**src/rtl/fdiv_monitor.sv**
```systemverilog
// Period and duty-cycle monitor for a divided clock sampled in the clk_in domain.
// Measures high/low phase lengths, checks against n_exp, tracks lock and stall.
module fdiv_monitor #(
    parameter int CW       = 16,
    parameter int LOCK_CNT = 3,
    parameter int TIMEOUT  = 1024
) (
    input  logic          clk_in,
    input  logic          rst,
    input  logic          div_clk,
    input  logic [7:0]    n_exp,
    output logic [CW-1:0] period,
    output logic [CW-1:0] high_len,
    output logic          meas_valid,
    output logic          duty_ok,
    output logic          match,
    output logic          locked,
    output logic          stuck
);

    localparam int LW = $clog2(LOCK_CNT + 1);
    localparam logic [CW-1:0] CNT_MAX    = '1;
    localparam logic [CW-1:0] CNT_ONE    = {{(CW-1){1'b0}}, 1'b1};
    localparam logic [CW-1:0] TIMEOUT_M1 = CW'(TIMEOUT - 1);
    localparam logic [LW-1:0] LOCK_MAX   = LW'(LOCK_CNT);

    typedef enum logic [1:0] {WAIT_RISE, HIGH, LOW} state_t;

    state_t        state;
    logic          s1, s2;
    logic [CW-1:0] hcnt, lcnt, idle_cnt;
    logic [LW-1:0] lock_cnt, lock_next;
    logic [7:0]    n_reg;

    logic          rise, fall, n_change, timeout_hit, publish;
    logic [CW:0]   sum;
    logic [CW-1:0] meas_period, diff;
    logic          meas_duty, meas_match;

    always_comb begin
        rise        = s1 & ~s2;
        fall        = ~s1 & s2;
        n_change    = (n_exp != n_reg);
        timeout_hit = !(rise || fall) && (idle_cnt == TIMEOUT_M1);
        publish     = (state == LOW) && rise && !n_change;

        sum         = {1'b0, hcnt} + {1'b0, lcnt};
        meas_period = sum[CW] ? CNT_MAX : sum[CW-1:0];
        diff        = (hcnt >= lcnt) ? (hcnt - lcnt) : (lcnt - hcnt);
        meas_duty   = (diff <= CNT_ONE);
        // Ratios below 2 cannot be meaningfully checked, so they never match.
        meas_match  = (n_reg >= 8'd2) && (meas_period == CW'(n_reg));

        lock_next = lock_cnt;
        if (n_change || timeout_hit) begin
            lock_next = '0;
        end else if (publish) begin
            if (!meas_match) begin
                lock_next = '0;
            end else if (lock_cnt != LOCK_MAX) begin
                lock_next = lock_cnt + 1'b1;
            end
        end
    end

    always_ff @(posedge clk_in) begin
        if (rst) begin
            state      <= WAIT_RISE;
            s1         <= 1'b0;
            s2         <= 1'b0;
            hcnt       <= '0;
            lcnt       <= '0;
            idle_cnt   <= '0;
            lock_cnt   <= '0;
            n_reg      <= n_exp;
            period     <= '0;
            high_len   <= '0;
            meas_valid <= 1'b0;
            duty_ok    <= 1'b0;
            match      <= 1'b0;
            locked     <= 1'b0;
            stuck      <= 1'b0;
        end else begin
            s1         <= div_clk;
            s2         <= s1;
            n_reg      <= n_exp;
            meas_valid <= publish;
            lock_cnt   <= lock_next;
            locked     <= (lock_next == LOCK_MAX);

            if (rise || fall) begin
                idle_cnt <= '0;
            end else if (idle_cnt != CNT_MAX) begin
                idle_cnt <= idle_cnt + 1'b1;
            end

            if (timeout_hit) begin
                stuck <= 1'b1;
            end else if (rise) begin
                stuck <= 1'b0;
            end

            if (publish) begin
                period   <= meas_period;
                high_len <= hcnt;
                duty_ok  <= meas_duty;
                match    <= meas_match;
            end

            // A ratio change or a stall abandons the period in progress.
            if (n_change || timeout_hit) begin
                state <= WAIT_RISE;
            end else begin
                case (state)
                    WAIT_RISE: begin
                        if (rise) begin
                            hcnt  <= CNT_ONE;
                            state <= HIGH;
                        end
                    end
                    HIGH: begin
                        if (fall) begin
                            lcnt  <= CNT_ONE;
                            state <= LOW;
                        end else if (s1 && hcnt != CNT_MAX) begin
                            hcnt <= hcnt + 1'b1;
                        end
                    end
                    LOW: begin
                        if (rise) begin
                            hcnt  <= CNT_ONE;
                            state <= HIGH;
                        end else if (!s1 && lcnt != CNT_MAX) begin
                            lcnt <= lcnt + 1'b1;
                        end
                    end
                    default: state <= WAIT_RISE;
                endcase
            end
        end
    end

endmodule

```
**config.mk**
```make
export PLATFORM = sky130hd
export DESIGN_NAME = fdiv_monitor
export DESIGN_NICKNAME = d
export VERILOG_FILES = /design/src/rtl/fdiv_monitor.sv
export SDC_FILE = /design/constraint.sdc
export NUM_CORES = 1
export LEC_CHECK = 0
export CORE_MARGIN = 5
export CORE_UTILIZATION = 45
export CTS_CLUSTER_DIAMETER = 60
export DETAILED_ROUTE_END_ITERATION = 10
export HOLD_SLACK_MARGIN = 0.03
export SLEW_MARGIN = 10
export SYNTH_ARGS = -nofsm -noshare
export SYNTH_HDL_FRONTEND = slang
export SYNTH_SLANG_ARGS = --single-unit
```
**constraint.sdc**
```tcl
create_clock -name clk_in -period 5.88 [get_ports clk_in]
set_input_delay 1.176 -clock clk_in [delete_from_list [all_inputs] [get_ports clk_in]]
set_output_delay 1.176 -clock clk_in [all_outputs]
set_load 0.05 [all_outputs]
```
Word level (Yosys, flattened, before mapping)
Index checks and enable logic that the tools add are counted.

storage, ports and cells
  bits in registers = 99
  input bits = 11
  output and inout bits = 37
  word-level logic and storage cells = 86

cells by class
  add/sub/neg operators = 7
  $lt $le $gt $ge = 3
  equal/unequal tests = 16
  mux-type cells = 19
  bitwise operators = 5
  reductions and logical operators = 21

operator list
  cell                                                                                  count
  16-bit two-way mux                                                                    8
  16-bit case mux with 2 select lines                                                   2
  16-bit by 1-bit adder with 16-bit output (second input constant)                      3
  16-bit != test (second input constant)                                                3
  16-bit subtractor                                                                     2
  16-bit by 16-bit adder with 17-bit output                                             1
  16-bit by 10-bit == test with 1-bit output (second input constant)                    1
  16-bit by 8-bit == test with 1-bit output                                             1
  16-bit greater-or-equal comparator                                                    1
  16-bit by 1-bit less-or-equal comparator with 1-bit output (second input constant)    1
  2-bit two-way mux                                                                     6
  2-bit != test (second input constant)                                                 5
  5-bit AND reduction                                                                   2
  8-bit by 2-bit greater-or-equal comparator with 1-bit output (second input constant)  1
  8-bit != test                                                                         1
  1-bit logical AND                                                                     6
  2-bit nonzero test                                                                    3
  2-bit OR reduction                                                                    3
  2-bit == test (second input constant)                                                 2
  2-bit by 1-bit != test with 1-bit output (second input constant)                      2
  2-bit case mux with 2 select lines                                                    1
  1-bit zero test                                                                       3
  1-bit inverter                                                                        3
  2-bit by 1-bit adder with 2-bit output (second input constant)                        1
  other kinds (6)                                                                       9

Depth between registers and ports, before layout
Gate-level depths: netlist of the first run.

  word-level depth = 8
  mapped depth = 14
  gate-level depth less buffers = 13

Worst setup path after synthesis of the first run
OpenSTA, ideal clock, no wires.

  path type = register to register
  start point = reg hcnt[0]
  end point = reg locked
  setup time = 0.073 ns
  data arrival time = 3.015 ns
  required time = 5.807 ns
  path slack = 2.792 ns
  cell stages (with the launch flop) = 14
  path buffers = 1
  period minus slack after synthesis = 3.088 ns
  cell sequence = dfxtp_1 > ha_1 > fa_1 > nor2b_1 > o311ai_1 > a31oi_1 > a211o_1 > buf_2 > nor4b_2 > a211o_1 > nand4_1 > nor4_4 > a21oi_1 > nor3b_2

on the way
  word-level cells in the longest chain between the ends = 8

ends and longest elaborated chain
  item                                       line  source
  start, declared                            31    logic [CW-1:0] hcnt, lcnt, idle_cnt;
  start signal, assigned                     126   hcnt <= hcnt + 1'b1;
  16-bit by 16-bit adder with 17-bit output  47    sum = {1'b0, hcnt} + {1'b0, lcnt};
  16-bit two-way mux                         48    meas_period = sum[CW] ? CNT_MAX : sum[CW-1:0];
  16-bit by 8-bit == test with 1-bit output  52    meas_match = (n_reg >= 8'd2) && (meas_period == CW'(n_reg));
  1-bit logical AND                          52
  2-bit two-way mux                          58    if (!meas_match) begin
  2-bit two-way mux                          57    end else if (publish) begin
  2-bit two-way mux                          55    if (n_change || timeout_hit) begin
  2-bit == test                              89    locked <= (lock_next == LOCK_MAX);
  end signal, assigned                       89
  end, declared                              17    output logic locked,

Every way passes these cells.
A chain may end at the register's enable or synchronous reset.

Worst setup path after layout of the first run
  start point = reg hcnt[2]
  end point = reg duty_ok

on the way
  word-level cells in the longest chain between the ends = 3
  elaborated cells on any way between the ends = 5
  classes of those cells = add/sub (2); order compare (2); mux (1)

ends and longest elaborated chain
  item                                                                     line  source
  16-bit subtractor or 16-bit greater-or-equal comparator (tied branches)  49    diff = (hcnt >= lcnt) ? (hcnt - lcnt) : (lcnt - hcnt);
  16-bit two-way mux *                                                     49
  16-bit by 1-bit less-or-equal comparator with 1-bit output *             50    meas_duty = (diff <= CNT_ONE);
  end signal, assigned                                                     106   duty_ok <= meas_duty;
  end, declared                                                            15    output logic duty_ok,

Mark *: on every way between the ends. The rest lies on a longest branch, timed or not.

==> metrics.cfg, run 1 <==
[timing]
timing.hold.ws_ps=452.2
grt_setup_unrepaired=no
slew_violations=0
slew_headroom_pct=26.20
fin_crit_sh_pct=71.13
setup_tns_ps=0
max_freq_mhz=239.1
fin_worst_skew_ps=6.304
finalSetupViolCount=0
finalHoldViolations=0
fin_crit_ps=4182
tightest_slew_ps=1105

[global_route]
grt_util_all_layers_pct=21.99
grt-ovfl-total=0
antenna_found_initial=0
grt_max_degree=48
grt_first_pass_wirelength_um=29650
grt_pass1_vias=5573

[critical_path]
start_kind=register
crit_end=duty_ok$_SDFFE_PP0P_
rrSetupSlack_ps=1700
crit_fanout=12
path_class=register to register
timing.critical_path.to_type=register
ff2ff_path_depth=11
crit_start=hcnt[2]$_SDFFE_PP0P_
r2r-end=duty_ok$_SDFFE_PP0P_
worstPathRequired_ps=6140
reg2reg_from=hcnt[2]$_SDFFE_PP0P_
critPathArrivalTime_ps=4440

[cts]
cts-htree-levels=3
hold_buffers=0
clk_pin_slew_ps=70
cts_tree=done
clockBufferDepth=2
cts_made_buffers=9
post-cts-setup-buffers=0
cts-root-buf=clkbuf_16
ctsResizeCount=0
cts.sinks=99
clk_latency_ps=340

[logic_synthesis]
synth.area.top_cells=dfxtp_1 (30%), ha_1 (10%), xnor2_1 (8.6%)
ys_ff_latch=99
synth_top_area_share_pct=30.38
synth.avg_cell_area_sq_um=8.044
syn_nets=877
yosys.cell_types.count=81
synthFlopType=dfxtp_1
synth_edf_count=0
synth-async-reset-ratio_pct=0
synth_warnings=0
syn_area_sq_um=6524
yosysTopAreaCell=dfxtp_1
ys_seq_area_share_pct=30.38
netlist_instances=811

[status]
status=finished, final reports clean

[place]
gp_congestion=0.9382
dp_hpwl_um=14180
portBuffers=47

[power_and_ir_drop]
power.total_mw=1.317
p_leak_nw=2.799
peakVddDrop_v=0.0001679
cellPowerDensity_nw_per_um2=178.2

[floorplanning]
io_pins=48
die_h_um=130.4
rows=44
die_w_um=130.4
die_area_sq_um=17010
initial_core_util_pct=45.40
core_area_sq_um=14370

[routing]
wire_per_inst_um=17.94
vias=5897
drt_iter0_markers=409
drc=0
dr.pass1.iters=5
vias_per_cell=5.731
ant_nets=0
routed_wirelength_um=18460

[job]
max-cap-violations=0

[final_layout]
diodes=0
fin_util_pct=51.45
drive_above_1_share_pct=5.325
syn2layout_area_growth_pct=13.31
nNetsFinal=906

[min_path]
hp-class=register to register

## worst min path at each step
stage                                    end  cells after the start  slack [ps]                startpoint
finish              high_len[8]$_SDFFE_PP0P_                      2         450  high_len[8]$_SDFFE_PP0P_
global placement    high_len[8]$_SDFFE_PP0P_                      2         450  high_len[8]$_SDFFE_PP0P_
floorplan             lock_cnt[0]$_SDFF_PP0_                      2         460    lock_cnt[0]$_SDFF_PP0_
global route        high_len[1]$_SDFFE_PP0P_                      2         480  high_len[1]$_SDFFE_PP0P_
CTS                 high_len[8]$_SDFFE_PP0P_                      2         460  high_len[8]$_SDFFE_PP0P_
detailed placement  high_len[8]$_SDFFE_PP0P_                      2         450  high_len[8]$_SDFFE_PP0P_
## worst max-delay path, cell delays in order, from the launching register on
cell	delay (ps)
dfxtp_1	550
inv_1	150
ha_1	500
nor2b_1	230
o31a_1	290
a211oi_1	240
nor2_1	150
a311oi_1	510
o21ai_1	370
a2111oi_0	590
a22oi_1	230
o31ai_1	280
## layout make-up
class / count / area [sq um]
inverters: 51 / 191.4
clock inverters: 7 / 75.07
well taps: 184 / 230.2
fillers: 1372 / 6977
clock buffers: 9 / 225.2
multi-input cells: 630 / 4208
repair buffers: 49 / 480.5
flip-flops and latches: 99 / 1982
## per-layer routing
layer  global-route usage (%)  up-vias  wire, um
li1                         -     2875         -
met1                    30.07     2819      8341
met2                    36.90      182      8725
met3                    3.821       21      1106
met4                    4.235        0       286
met5                        0        -         0
## cells in the mapped netlist (3+ instances only)
master,n
dfxtp_1,99
nor2_1,98
a21oi_1,64
xnor2_1,64
nand2_1,60
ha_1,52
inv_1,48
nor3_1,42
nand3_1,28
o21ai_0,25
clkbuf_1,19
nand4_1,15
nor2b_1,15
nand2b_1,11
nor4_1,11
xor2_1,11
o21bai_1,9
and3_1,8
mux2i_1,7
a211o_1,6
a211oi_1,6
buf_2,6
o21a_1,6
a31oi_1,5
o31ai_1,5
a21o_1,4
a311oi_1,4
and4_1,4
nor3b_1,4
o21ai_1,4
or3_1,4
a221oi_1,3
fa_1,3
nand3b_1,3
## cell usage in the layout (no fill, tap or decap), types with 28 or more instances in the layout
cell and n:
a21oi_1 64, clkdlybuf4s50_1 46, dfxtp_1 99, ha_1 52, inv_1 48, nand2_1 60, nand3_1 28, nor2_1 98
nor3_1 42, xnor2_1 64
## power by group
part	switching, mW	internal [mW]
sequential	0.00586	0.675
combinational	0.0206	0.0175
clock	0.265	0.333
## per-stage QoR
stage                     setup slack (ps)  instances  instance area, sq um
after detailed placement              1795       1013                  7092
final                                 1698       1029                  7392
after CTS                             1862       1029                  7392
after global routing                  1518       1029                  7392
after floorplan                       2792        811                  6524
after global placement                1895       1013                  7092
## kinds of logic (layout without fill, tap and decap cells)
family	count (synthesis)	count (layout)	share of synthesized area [%]
AOI/OAI and AO/OA	167	167	17.03
xor gates and xnor gates	76	76	10.41
muxes	7	7	1.074
and+or+nand+nor	325	325	25.09
DFF	99	99	30.38
buffers and inverters	82	116	5.121
adders and majority gates	55	55	10.89
Note: power is estimated with default switching activity, not from simulation.
==> inputs of run 2 (changes only) <==
clock period = 4.2 ns   (was 5.88 ns; I/O delays follow)
==> run 2 against run 1 <==
Largest power group unchanged. Power rose by 40%. First-iteration DRC count rose by 16%. Via count rose by 0.41%. Sequential power rose by 40%. Combinational power rose by 46%. Global-route usage rose by 0.60 points. Highest routed layer unchanged. Clock skew rose by 1.9 ps. Register-to-register slack got worse by 1200 ps.
==> metrics.cfg, run 2 (synthesized netlist as in run 1, its figures left out) <==
[routing]
vias=5921  ; +0.41%
drt_iter0_markers=474  ; +16%
routed-wl-met2_um=8882  ; +1.8%
top_layer=met4
wire_per_inst_um=17.99  ; +0.30%
dr.pass1.iters=5  ; unchanged
routedLengthMet1_um=8332  ; -0.11%
vias_per_cell=5.666  ; -1.1%
ant_nets=0  ; unchanged
drc=0  ; unchanged
routed_wirelength_um=18800  ; +1.9%
wl_met3_um=1140  ; +3.1%

[timing]
slew_headroom_pct=54.97  ; +29 points
finalHoldViolations=0  ; unchanged
timing.hold.ws_ps=453.7  ; +1.496 ps
finalSetupViolCount=0  ; unchanged
fin_crit_sh_pct=88.73  ; +18 points
grt_setup_unrepaired=no
setup_tns_ps=0  ; unchanged
fin_worst_skew_ps=8.230  ; +1.925 ps
fin_crit_ps=3727  ; -455.4 ps
tightest_slew_ps=670.2  ; -434.4 ps
slew_violations=0  ; unchanged
max_freq_mhz=268.3  ; +12%

[cts]
cts.sinks=99  ; unchanged
ctsResizeCount=0  ; unchanged
hold_buffers=0  ; unchanged
cts_tree=done
clockBufferDepth=2  ; unchanged
clk_latency_ps=350  ; about the same
cts-htree-levels=3  ; unchanged
cts_made_buffers=9  ; unchanged
post-cts-setup-buffers=0  ; unchanged
clk_pin_slew_ps=70  ; about the same
cts-root-buf=clkbuf_16

[floorplanning]
die_w_um=130.4  ; unchanged
die_area_sq_um=17010  ; unchanged
initial_core_util_pct=45.40  ; unchanged
core_area_sq_um=14370  ; unchanged
io_pins=48  ; unchanged
rows=44  ; unchanged
die_h_um=130.4  ; unchanged

[global_route]
antenna_found_initial=0  ; unchanged
grt_first_pass_wirelength_um=29820  ; +0.58%
grt_pass1_vias=5706  ; +2.4%
grt_util_all_layers_pct=22.58  ; +0.60 points
grt_max_degree=30  ; -38%
grt-ovfl-total=0  ; unchanged

[critical_path]
path_class=register to register
slowest_stage=a211o_1
timing.critical_path.to_type=register
critPathMaxStageDelay_ps=590  ; about the same
crit_top_cell=a211o_1
critPathArrivalTime_ps=4000  ; -440 ps
worstPathRequired_ps=4480  ; -1660 ps
start_kind=register
crit_fanout=18  ; +6
path_cells=inv_1, ha_1, nor2_1, o311ai_1, a31oi_1, a211o_1, o2111a_1, a211o_1, nand4_1, nor4_4, a21oi_1, nor3b_2

[power_and_ir_drop]
cellPowerDensity_nw_per_um2=245.9  ; +38%
peakVddDrop_v=0.0002023  ; +20%
power.total_mw=1.847  ; +40%
p_leak_nw=2.873  ; +2.7%

[final_layout]
final_area_sq_um=7513  ; +1.6%
nNetsFinal=922  ; +1.8%
final_common_cell=dfxtp_1
final_cell_mix=dfxtp_1 (99), nor2_1 (98), xnor2_1 (64), a21oi_1 (64), nand2_1 (60)
fin_util_pct=52.29  ; +0.84 points
drive_above_1_share_pct=7.085  ; +1.8 points
fillers=1361  ; -0.80%
diodes=0  ; unchanged
syn2layout_area_growth_pct=15.17

[place]
dp_hpwl_um=14760  ; +4.0%
gp_congestion=0.9617  ; +2.5%
placed_area_sq_um=7212  ; +1.7%
portBuffers=47  ; unchanged

[min_path]
hp-class=register to register

[job]
max-cap-violations=0  ; unchanged

[status]
status=finished, final reports clean

-- run 2: metrics by stage --
stage                     cells  worst slack, ps
after floorplan             811             1112
after global placement     1029            458.9
after detailed placement   1029            398.9
after CTS                  1045            468.8
after global routing       1045            239.8
final                      1045            473.2
-- run 2: power by group --
| group | switching (mW) | internal [mW] | total (mW) |
|---|---|---|---|
| Combinational | 0.0299 | 0.0258 | 0.0557 |
| Clock | 0.371 | 0.467 | 0.838 |
| Sequential | 0.00845 | 0.945 | 0.954 |
| Total | 0.409 | 1.44 | 1.85 |
-- run 2: path summary, 6_finish.rpt --
kind / start / end / slack [ps] / depth (start not counted)
max: hcnt[5]$_SDFFE_PP0P_ / locked$_SDFF_PP0_ / 470 / 12
min: high_len[15]$_SDFFE_PP0P_ / high_len[15]$_SDFFE_PP0P_ / 450 / 2
max reg2reg: hcnt[5]$_SDFFE_PP0P_ / locked$_SDFF_PP0_ / 470 / 12
min reg2reg: high_len[15]$_SDFFE_PP0P_ / high_len[15]$_SDFFE_PP0P_ / 450 / 2
-- run 2: layout make-up --
cell class | instances | area, sq um | share of cell area (%)
multi-input combinational | 630 | 4208 | 56.00
sequential | 99 | 1982 | 26.38
timing repair buffer | 65 | 600.6 | 7.993
tap | 184 | 230.2 | 3.064
clock buffer | 9 | 225.2 | 2.998
inverter | 51 | 191.4 | 2.548
clock inverter | 7 | 76.32 | 1.016
-- run 2: critical path: cells and delay by family, from the launching register on --
kind,cells,cell delay (ps)
AOI/OAI and AO/OA,6,1640
DFF,1,420
and+or+nand+nor,4,950
buffers and inverters,1,120
adders and majority gates,1,510
-- run 2: metal layers --
layer  up-vias  GRT usage, %
met3        29         4.715
met4         0         7.683
met5         -             0
met2       181         37.60
met1      2798         29.24
li1       2913             -
==> variant 1, RTL diff (flow settings as in run 1) <==
Re-encode `state_t` (3 states) as one-hot, 3 bits wide.
--- a/src/rtl/fdiv_monitor.sv
+++ b/src/rtl/fdiv_monitor.sv
@@ -24,7 +24,7 @@
     localparam logic [CW-1:0] TIMEOUT_M1 = CW'(TIMEOUT - 1);
     localparam logic [LW-1:0] LOCK_MAX   = LW'(LOCK_CNT);
 
-    typedef enum logic [1:0] {WAIT_RISE, HIGH, LOW} state_t;
+    typedef enum logic [2:0] {WAIT_RISE = 3'b001, HIGH = 3'b010, LOW = 3'b100} state_t;
 
     state_t        state;
     logic          s1, s2;
Check against the original RTL: no difference found for any inputs over 10 cycles, from zero or initial values and one cycle with rst high; not proved beyond that.
==> variant 1 against run 1 <==
Sequential cell count is 1 higher; design area rose by 2.3%; combinational power fell by 2%; area after synthesis rose by 2.5%; highest routed layer unchanged; die area is 2.3% higher; critical endpoint is now locked; power down 1.7%; routed wire length rose by 6.3%; worst setup slack lost 0.13 ns; via count grew 8.1%.
==> variant 1: results (changes against run 1) <==
[pwr]
ir_drop_mv=0.1927  ; +15%
leakage_nw=2.804  ; +0.17%

[clock_tree]
clock_path_buffers=2  ; unchanged
cts_resized=0  ; unchanged
htree_levels=3  ; unchanged
root_buffer=clkbuf_16
clock_latency_ns=0.35
cts_buffers=9  ; unchanged

[worst_setup_path]
cp.arrival_ns=4.60  ; +0.16 ns
cp_max_fo=15  ; +3

[synthesis]
ys_types=72  ; -11%
avgSynthCellArea_sq_um=7.863  ; -2.2%
syn-num-nets=916  ; +4.4%
synthTopCellsByCount=dfxtp_1, nor2_1, a21oi_1
ys.flop_type=dfxtp_1
synthArstFlopShare=0  ; unchanged
yosys_warnings=0  ; unchanged
synth.top_cells.by_area=dfxtp_1, ha_1, xnor2_1
ys_seq_area_frac=0.2995  ; -0.004284

[grt]
grt_pass1_vias=5953  ; +6.8%
grt_use_total=0.2189  ; -0.0009282
grt_pass1_wl_um=31410  ; +5.9%
grt_max_degree=47  ; -2.1%
antenna_found_initial=0  ; unchanged

[route]
firstDrtPassIters=5  ; unchanged
wl_per_cell_um=18.41  ; +2.6%
via_per_inst=5.977  ; +4.3%
vias=6372  ; +8.1%
drtIter0Drc=523  ; +28%

[hold_path]
hp-class=register to register

[placed_design]
gp_congestion=0.9187  ; -2.1%
place_area_sq_um=7277  ; +2.6%
dp_slack_ns=1.438  ; -0.3569 ns
numPortBuffers=47  ; unchanged
post-place-cells=1050  ; +3.7%
dp.final_hpwl_um=14990  ; +5.7%

[sta]
slew-limit-headroom=0.2866  ; +0.02454
fin_worst_skew_ns=0.004803  ; -0.001502 ns

[finish]
nets=943  ; +4.1%
fillCellCount=1452  ; +5.8%
drive_gt1_frac=0.04195  ; -0.01130
antenna_cells=0  ; unchanged

[outcome]
run_status=completed

## variant 1: metal layers
layer / track usage / wire [um] / vias up
met1: 0.3006 / 8965 / 3008
met2: 0.3411 / 8916 / 252
li1: - / - / 3074
met4: 0.08571 / 582 / 0
met5: 0 / 0 / -
met3: 0.03931 / 1161 / 38
## variant 1: cells by family (layout without fill, tap and decap cells)
family | count (synthesis) | count (layout) | synth area share
muxes | 4 | 4 | 0.005991
DFF | 100 | 100 | 0.2995
buffers and inverters | 89 | 121 | 0.05017
and+or+nand+nor | 324 | 324 | 0.2409
xor gates and xnor gates | 68 | 68 | 0.09116
adders and majority gates | 55 | 55 | 0.1063
AOI/OAI and AO/OA | 210 | 210 | 0.2059
## variant 1: final timing paths
path,start,to,slack [ns],cells after the start
worst max-delay path,hcnt[9],locked,1.57,12
worst min-delay path,high_len[15],high_len[15],0.46,2
worst max register to register,hcnt[9],locked,1.57,12
worst min register to register,high_len[15],high_len[15],0.46,2
## variant 1: critical path, cell delays in order (launching register included)
cell and delay, ns:
dfxtp_1 0.45, inv_1 0.14, ha_1 0.69, inv_2 0.22, a21oi_1 0.31, o31a_1 0.21
o21ai_2 0.09, a21oi_1 0.65, nand2_1 0.16, or4b_1 0.61, a2111oi_4 0.46, o21ai_1 0.12
a21oi_1 0.13
## variant 1: power by group
part / leakage, nW / internal (mW) / switching [mW]
combinational: 1.86 / 0.0161 / 0.0213
sequential: 0.809 / 0.682 / 0.00607
clock: 0.134 / 0.304 / 0.266
total: 2.80 / 1.00 / 0.294
## variant 1: layout make-up
type                       count  area [sq um]  share of cell area
timing repair buffer          51         495.5             0.06551
inverter                      54         202.7             0.02680
clock inverter                 5         43.79            0.005790
tap                          184         230.2             0.03044
multi-input combinational    661          4347              0.5747
sequential                   100          2002              0.2647
clock buffer                  11         242.7             0.03209
==> variant 2, RTL diff (settings of run 1) <==
Made on the original files. The parameter `CW` goes from 16 to 24.
--- a/src/rtl/fdiv_monitor.sv
+++ b/src/rtl/fdiv_monitor.sv
@@ -1,7 +1,7 @@
 // Period and duty-cycle monitor for a divided clock sampled in the clk_in domain.
 // Measures high/low phase lengths, checks against n_exp, tracks lock and stall.
 module fdiv_monitor #(
-    parameter int CW       = 16,
+    parameter int CW       = 24,
     parameter int LOCK_CNT = 3,
     parameter int TIMEOUT  = 1024
 ) (
Ports: changed (resized high_len and period); port bits go from 48 to 64. No check against the original RTL was run, so the function may have changed too.
==> variant 2 against run 1 <==
Routed wire length rose by 62%; sequential cell count rose by 40; design area rose by 54%; non-clock buffer count rose by 20; worst setup slack got worse by 0.30 ns; power rose by 60%; area after synthesis rose by 54%; combinational power rose by 21%; utilization rose by 0.50 points; worst hold slack improved by 0.0011 ns; critical path type unchanged; highest routed layer unchanged.
==> variant 2: results (changes against run 1) <==
[worst_setup_path]
cp_max_fo=22  ; +10
slowest_delay_ns=0.79  ; +0.20 ns
cp.arrival_ns=4.85  ; +0.41 ns

[finish]
drive_gt1_frac=0.05104  ; -0.002219
nets=1431  ; +58%
final_common_cell=nor2_1
fin_cells=1632  ; +59%

[sta]
slew-limit-headroom=0.2859  ; +0.02388
hold_slack_ns=0.4533  ; +0.001140 ns
fmax_mhz=223.2  ; -6.7%

[placed_design]
post-place-cells=1601  ; +58%
dp.final_hpwl_um=22810  ; +61%
gp_congestion=0.9588  ; +2.2%
numPortBuffers=63  ; +34%

[clock_tree]
cts_buffers=17  ; +8
htree_levels=4  ; +1
clock_latency_ns=0.44  ; +0.10 ns

[grt]
grt_max_degree=54  ; +13%
grt_pass1_wl_um=47710  ; +61%
grt_pass1_vias=8880  ; +59%

[hold_path]
hp-class=register to register

[synthesis]
synthTopCellsByCount=nor2_1, dfxtp_1, a21oi_1
avgSynthCellArea_sq_um=7.634  ; -5.1%
ys_types=80  ; -1.2%
synth.top_cells.by_area=dfxtp_1, ha_1, nor2_1

[pwr]
ir_drop_mv=0.1495  ; -11%

[route]
wl_per_cell_um=18.33  ; +2.2%
vias=9303  ; +58%
drtIter0Drc=594  ; +45%

[outcome]
run_status=completed

[variant 2: cells by family after synthesis]
group                    Yosys count  share of synthesized area
buffers and inverters            150                    0.05967
adder cells (fa/ha/maj)           80                     0.1021
XOR/XNOR                         111                     0.1011
flip-flops                       139                     0.2776
AND/OR/NAND/NOR                  510                     0.2447
multiplexers                      18                    0.01847
AO/OA/AOI/OAI                    305                     0.1964
[variant 2: metrics by stage]
step | util | cell area [sq um]
floorplan | - | 10020
global placement | 0.4928 | 10790
detailed placement | 0.4928 | 10790
CTS | 0.5195 | 11370
global route | 0.5195 | 11370
finish | 0.5195 | 11370
[variant 2: metal layers]
layer  vias up  global-route usage  share of wire
met2       218              0.3749           0.46
li1       4637                   -              -
met4         0             0.06669          0.023
met5         -                   0              0
met3        36             0.04220          0.047
met1      4412              0.3094           0.47
[variant 2: path summary, 6_finish.rpt]
path / startpoint / endpoint / depth (start not counted)
setup / recovery: hcnt[18] / duty_ok / 13
hold reg to reg: high_len[21] / high_len[21] / 2
hold / removal: high_len[21] / high_len[21] / 2
setup reg to reg: hcnt[18] / duty_ok / 13
[variant 2: tightest hold or removal path, delay by kind of cell, from the launching register on]
| family | cells | cell delay (ns) |
|---|---|---|
| AO/OA/AOI/OAI | 1 | 0.05 |
| AND/OR/NAND/NOR | 1 | 0.05 |
| flip-flops | 1 | 0.31 |
[variant 2: final cells by class]
type,instances,share of cell area
timing repair buffer,69,0.05897
multi-input combinational,1024,0.5848
clock inverter,14,0.01397
inverter,89,0.02938
sequential,139,0.2447
clock buffer,17,0.03741
tap,280,0.03081
[variant 2: power breakdown]
group | switching (mW) | internal (mW)
Combinational | 0.0281 | 0.0181
Clock | 0.477 | 0.632
Sequential | 0.00602 | 0.946
